## config.mk

```make
export PLATFORM = sky130hd
export DESIGN_NAME = if_stage
export DESIGN_NICKNAME = d
export VERILOG_FILES = /design/src/rtl/if_stage.sv
export SDC_FILE = /design/constraint.sdc
export NUM_CORES = 1
export LEC_CHECK = 0
export BUFFER_PORTS_ARGS = -buffer_cell sky130_fd_sc_hd__buf_2
export CORE_UTILIZATION = 52
export DETAILED_ROUTE_END_ITERATION = 10
export GPL_TIMING_DRIVEN = 0
export HOLD_SLACK_MARGIN = 0.05
export PLACE_DENSITY = 0.76
export SLEW_MARGIN = 25
export SYNTH_ARGS = -nofsm -noshare
export SYNTH_HDL_FRONTEND = slang
export SYNTH_SLANG_ARGS = --single-unit
export TNS_END_PERCENT = 50
```

## constraint.sdc

```tcl
create_clock -name clk -period 5.7 [get_ports clk]
set_clock_uncertainty 0.2 [all_clocks]
set_input_delay 0 -clock clk [delete_from_list [all_inputs] [get_ports clk]]
set_output_delay 0 -clock clk [all_outputs]
set_load 0.05 [all_outputs]
```

## src/rtl/if_stage.sv

```systemverilog
// Instruction fetch stage: issues word fetches to a byte-serial memory controller
// and queues returned instructions with their PCs for the decode stage.
module if_stage #(
    parameter int unsigned QUEUE_DEPTH = 4,
    parameter logic [31:0] RESET_PC    = 32'h0
) (
    input  logic        clk,
    input  logic        rst,
    output logic        mem_req,
    output logic [31:0] mem_addr,
    input  logic        mem_valid,
    input  logic [31:0] mem_inst,
    input  logic        jump_en,
    input  logic [31:0] jump_addr,
    input  logic        id_stall,
    output logic        id_valid,
    output logic [31:0] id_inst,
    output logic [31:0] id_pc
);
    localparam int unsigned PTR_W = (QUEUE_DEPTH > 1) ? $clog2(QUEUE_DEPTH) : 1;
    localparam int unsigned CNT_W = PTR_W + 1;

    typedef enum logic [1:0] {IDLE, WAIT, DISCARD} state_t;

    state_t           state, state_next;
    logic [31:0]      pc, pc_next;
    logic             mem_req_next;
    logic [31:0]      mem_addr_next;
    logic [31:0]      inst_q [QUEUE_DEPTH];
    logic [31:0]      pc_q   [QUEUE_DEPTH];
    logic [PTR_W-1:0] rd_ptr, wr_ptr;
    logic [CNT_W-1:0] count, count_next;
    logic             push, pop, room;
    logic [31:0]      jump_target;
    logic [31:0]      pc_inc;

    assign jump_target = jump_addr & ~32'h3;
    assign pc_inc      = pc + 32'd4;

    // FIFO head is presented combinationally; zeros when empty.
    assign id_valid = (count != '0);
    assign id_inst  = id_valid ? inst_q[rd_ptr] : 32'h0;
    assign id_pc    = id_valid ? pc_q[rd_ptr]   : 32'h0;

    // A redirect flushes the queue, so it overrides both push and pop.
    assign pop  = id_valid && !id_stall && !jump_en;
    assign push = (state == WAIT) && mem_valid && !jump_en;

    always_comb begin
        if (jump_en) begin
            count_next = '0;
        end else begin
            count_next = count + CNT_W'(push) - CNT_W'(pop);
        end
    end

    assign room = (count_next < CNT_W'(QUEUE_DEPTH));

    // Next-state and request logic
    always_comb begin
        state_next    = state;
        pc_next       = pc;
        mem_req_next  = mem_req;
        mem_addr_next = mem_addr;
        case (state)
            IDLE: begin
                if (jump_en) begin
                    pc_next = jump_target;
                end else if (room) begin
                    mem_req_next  = 1'b1;
                    mem_addr_next = pc;
                    state_next    = WAIT;
                end
            end
            WAIT: begin
                if (jump_en && mem_valid) begin
                    pc_next      = jump_target;
                    mem_req_next = 1'b0;
                    state_next   = IDLE;
                end else if (jump_en) begin
                    // The controller cannot abort, so the request stays up until it answers.
                    pc_next    = jump_target;
                    state_next = DISCARD;
                end else if (mem_valid) begin
                    pc_next = pc_inc;
                    if (room) begin
                        mem_addr_next = pc_inc;
                    end else begin
                        mem_req_next = 1'b0;
                        state_next   = IDLE;
                    end
                end
            end
            DISCARD: begin
                if (jump_en) begin
                    pc_next = jump_target;
                end
                if (mem_valid) begin
                    mem_req_next = 1'b0;
                    state_next   = IDLE;
                end
            end
            default: begin
                mem_req_next = 1'b0;
                state_next   = IDLE;
            end
        endcase
    end

    always_ff @(posedge clk or negedge rst) begin
        if (!rst) begin
            state    <= IDLE;
            pc       <= RESET_PC;
            mem_req  <= 1'b0;
            mem_addr <= RESET_PC;
            rd_ptr   <= '0;
            wr_ptr   <= '0;
            count    <= '0;
        end else begin
            state    <= state_next;
            pc       <= pc_next;
            mem_req  <= mem_req_next;
            mem_addr <= mem_addr_next;
            count    <= count_next;
            if (jump_en) begin
                rd_ptr <= '0;
                wr_ptr <= '0;
            end else begin
                rd_ptr <= rd_ptr + PTR_W'(pop);
                wr_ptr <= wr_ptr + PTR_W'(push);
            end
        end
    end

    // Queue storage needs no reset: entries are only visible through count.
    always_ff @(posedge clk) begin
        if (push) begin
            inst_q[wr_ptr] <= mem_inst;
            pc_q[wr_ptr]   <= mem_addr;
        end
    end

endmodule

```

==> run_results.csv <==
group,metric,value,unit
sta,clock.fmax,0.2292,GHz
synth,ys_seq_area_share,68.37,%
detailed_routing,drtAntennaViolNets,0,
finish,drive_gt1_share,28.34,%
status,status,"finished, final reports clean",
sta,fin_crit_sh,76.55,%
worst_setup_path,arrival,4.54,ns
clock_tree,postCtsSetupRepairBufs,0,
grt,grt_overflow,0,
die,core_area,25250,um^2
job,drv_cap,0,
clock_tree,clock_tree.buffer_depth,3,
clock_tree,clkSlewWorstSetupHoldPaths,0.06,ns
worst_setup_path,required,5.87,ns
placement,port_buffers,160,
die,start_util,53.28,%
power_and_ir_drop,total_power,8.369,mW
grt,grt_pass1_vias,8586,
power_and_ir_drop,leakage,6.062,nW
detailed_routing,postRouteWirelength,30560,um
placement,gp_congestion,0.9256,
synth,yosysMostFrequentCell,"edfxtp_1",
sta,worst_pin_slew,0.8498,ns
die,dieHeight,162.9,um
power_and_ir_drop,p_per_area,497.0,nW/um^2
clock_tree,root_buffer,"clkbuf_16",
clock_tree,ctsResizeCount,0,
worst_hold_path,hold_path_class,"in -> reg",
finish,finish.utilization,66.68,%
clock_tree,cts_tree,"yes",
worst_setup_path,cp_slowest_cell,"dfrtp_1",
detailed_routing,dr.pass1.iters,5,
synth,synth.distinct_cells,54,
synth,syn_inst,866,
synth,synth_edf_count,248,
clock_tree,cts_inserted_buffers,34,
clock_tree,cts.sinks,318,
worst_setup_path,critical_path_class,"reg -> reg",
detailed_routing,num_vias,8629,
die,fp-row-count,58,
synth,post-synth-top-area-fraction,55.35,%
synth,syn_area,13460,um^2
worst_setup_path,crit_fanout,10,
die,die_w,162.9,um
grt,antenna_found_initial,0,
finish,nets,1241,
worst_setup_path,worstSetupStartpointType,"flip-flop",
finish,antennaDiodeCount,0,
placement,placedCellCount,1379,
clock_tree,htree_levels,2,
sta,hold_viol_final,0,
clock_tree,postCtsHoldBufs,81,
detailed_routing,drc,0,
grt,grt_util_all_layers,23.51,%
worst_setup_path,slowest_delay,0.43,ns
synth,synth.avg_cell_area,15.54,um^2
finish,syn2layout_area_growth,25.14,%
sta,fin_crit,4.363,ns
worst_setup_path,crit_chain,"nor3_2 -> buf_4 -> clkbuf_1 -> nor3_1 -> ha_1 -> inv_1 -> ha_1 -> inv_1 -> fa_1 -> xnor3_1 -> nand2b_1 -> nor3_2 -> buf_2 -> buf_2 -> a21oi_1",
synth,yosys.area.top_type,"edfxtp_1",
grt,grt_start_max_net_pins,49,
power_and_ir_drop,ir_worst_vdd,0.0002855,V
sta,whs,0.07033,ns
detailed_routing,drtIter0Drc,705,
die,io_pins,167,
die,dieArea,26520,um^2
detailed_routing,viasPerCell,5.681,
synth,synth_seq_cells,318,
sta,worst_slack,1.337,ns
sta,grt_setup_unrepaired,"no",
worst_setup_path,crit_buf_inv,6,
sta,setup_viol,0,
placement,dpl.hpwl,20200,um
detailed_routing,wl_per_cell,20.12,um
grt,grt_pass1_wl,47550,um
worst_setup_path,worst_setup_path_end_kind,"flip-flop",
worst_setup_path,cpLargestDelayFamily,"buffers and inverters",
finish,final_cells,1519,
clock_tree,insertion_delay,0.51,ns
placement,post-place-ws,1.339,ns
synth,async_flop_share,22.01,%
synth,synth_common_cells,"248 x edfxtp_1, 70 x dfrtp_1, 70 x nor2_1, 69 x nor2b_1",
synth,synth.area.top_cells,"edfxtp_1 55%, dfrtp_1 13%, mux4_2 10%, nor2b_1 3.2%, a21oi_1 2.3%",
sta,slew_viol_final,0,
synth,synth_warnings,0,
sta,relSlewSlack,43.35,%
synth,synth_flop_cell,"edfxtp_1",
==> metrics by stage <==
step	TNS (ns)	area (um^2)
after floorplan	-7.012	13470
after global placement	-283.69	14690
after detailed placement	0	14990
after CTS	0	16840
after global routing	0	16840
final	0	16840
==> final cells by class <==
| cell class | instances | area [um^2] |
|---|---|---|
| plain buffers | 61 | 284.0 |
| clock buffers | 38 | 887.1 |
| clock inverters | 21 | 152.6 |
| fillers | 1795 | 8416 |
| inverters | 9 | 33.78 |
| multi-input cells | 481 | 3984 |
| flip-flops and latches | 318 | 9199 |
| well taps | 330 | 412.9 |
| repair buffers | 261 | 1886 |
==> path summary, 6_finish.rpt <==
path,endpoint,startpoint,cells after the start,slack [ns]
max,mem_addr[21]$_DFFE_PN0P_,count[1]$_DFF_PN0_,15,1.34
min,inst_q[0][3]$_DFFE_PP_,mem_inst[3],2,0.07
max reg2reg,mem_addr[21]$_DFFE_PN0P_,count[1]$_DFF_PN0_,15,1.34
min reg2reg,pc[30]$_DFFE_PN0P_,pc[30]$_DFFE_PN0P_,1,0.31
max in group asynchronous,mem_addr[7]$_DFFE_PN0P_,rst,4,4.49
min in group asynchronous,pc[15]$_DFFE_PN0P_,rst,4,0.32
==> routing by layer <==
layer / part of all wire (%) / vias up / routed length [um] / global-route usage (%)
met3: 6.7 / 49 / 2050 / 3.769
met4: 2.0 / 0 / 614 / 5.990
met2: 49 / 334 / 15120 / 39.42
met1: 42 / 4332 / 12770 / 32.21
li1: - / 3914 / - / -
met5: 0 / - / 0 / 0
==> layout by cell type, fill, tap and decap left out, types with 21 or more instances in the layout <==
master,synthesis,final
mux4_2,62,62
dlygate4sd3_1,0,80
clkbuf_1,33,36
nand2_1,25,25
buf_2,20,180
clkbuf_16,0,35
a21oi_1,62,62
edfxtp_1,248,248
xor2_1,21,21
nand3_1,22,22
dfrtp_1,70,70
nor2_1,70,69
nor2b_1,69,69
==> report_power, final <==
part / internal, mW / switching (mW) / leakage, nW / total (mW)
logic: 0.884 / 2.22 / 2.53 / 3.10
clock network: 1.17 / 0.873 / 0.504 / 2.05
registers: 2.91 / 0.312 / 3.03 / 3.22
total: 4.96 / 3.40 / 6.06 / 8.37
==> flip-flops by register name (all words and copies together), names as in the netlist <==
register  flops
rd_ptr        2
mem_req       1
mem_addr     30
state         2
inst_q      128
pc_q        120
count         3
wr_ptr        2
pc           30
==> cell families after synthesis <==
group,after synthesis,share of synthesized area [%]
compound gates,128,5.784
xor+xnor,32,2.185
fa+ha+maj,6,0.6137
buf+inv,70,2.362
flops,318,68.37
mux,65,10.61
other cells,1,0.02787
simple gates,246,10.05
(Power assumes the default switching activity.)
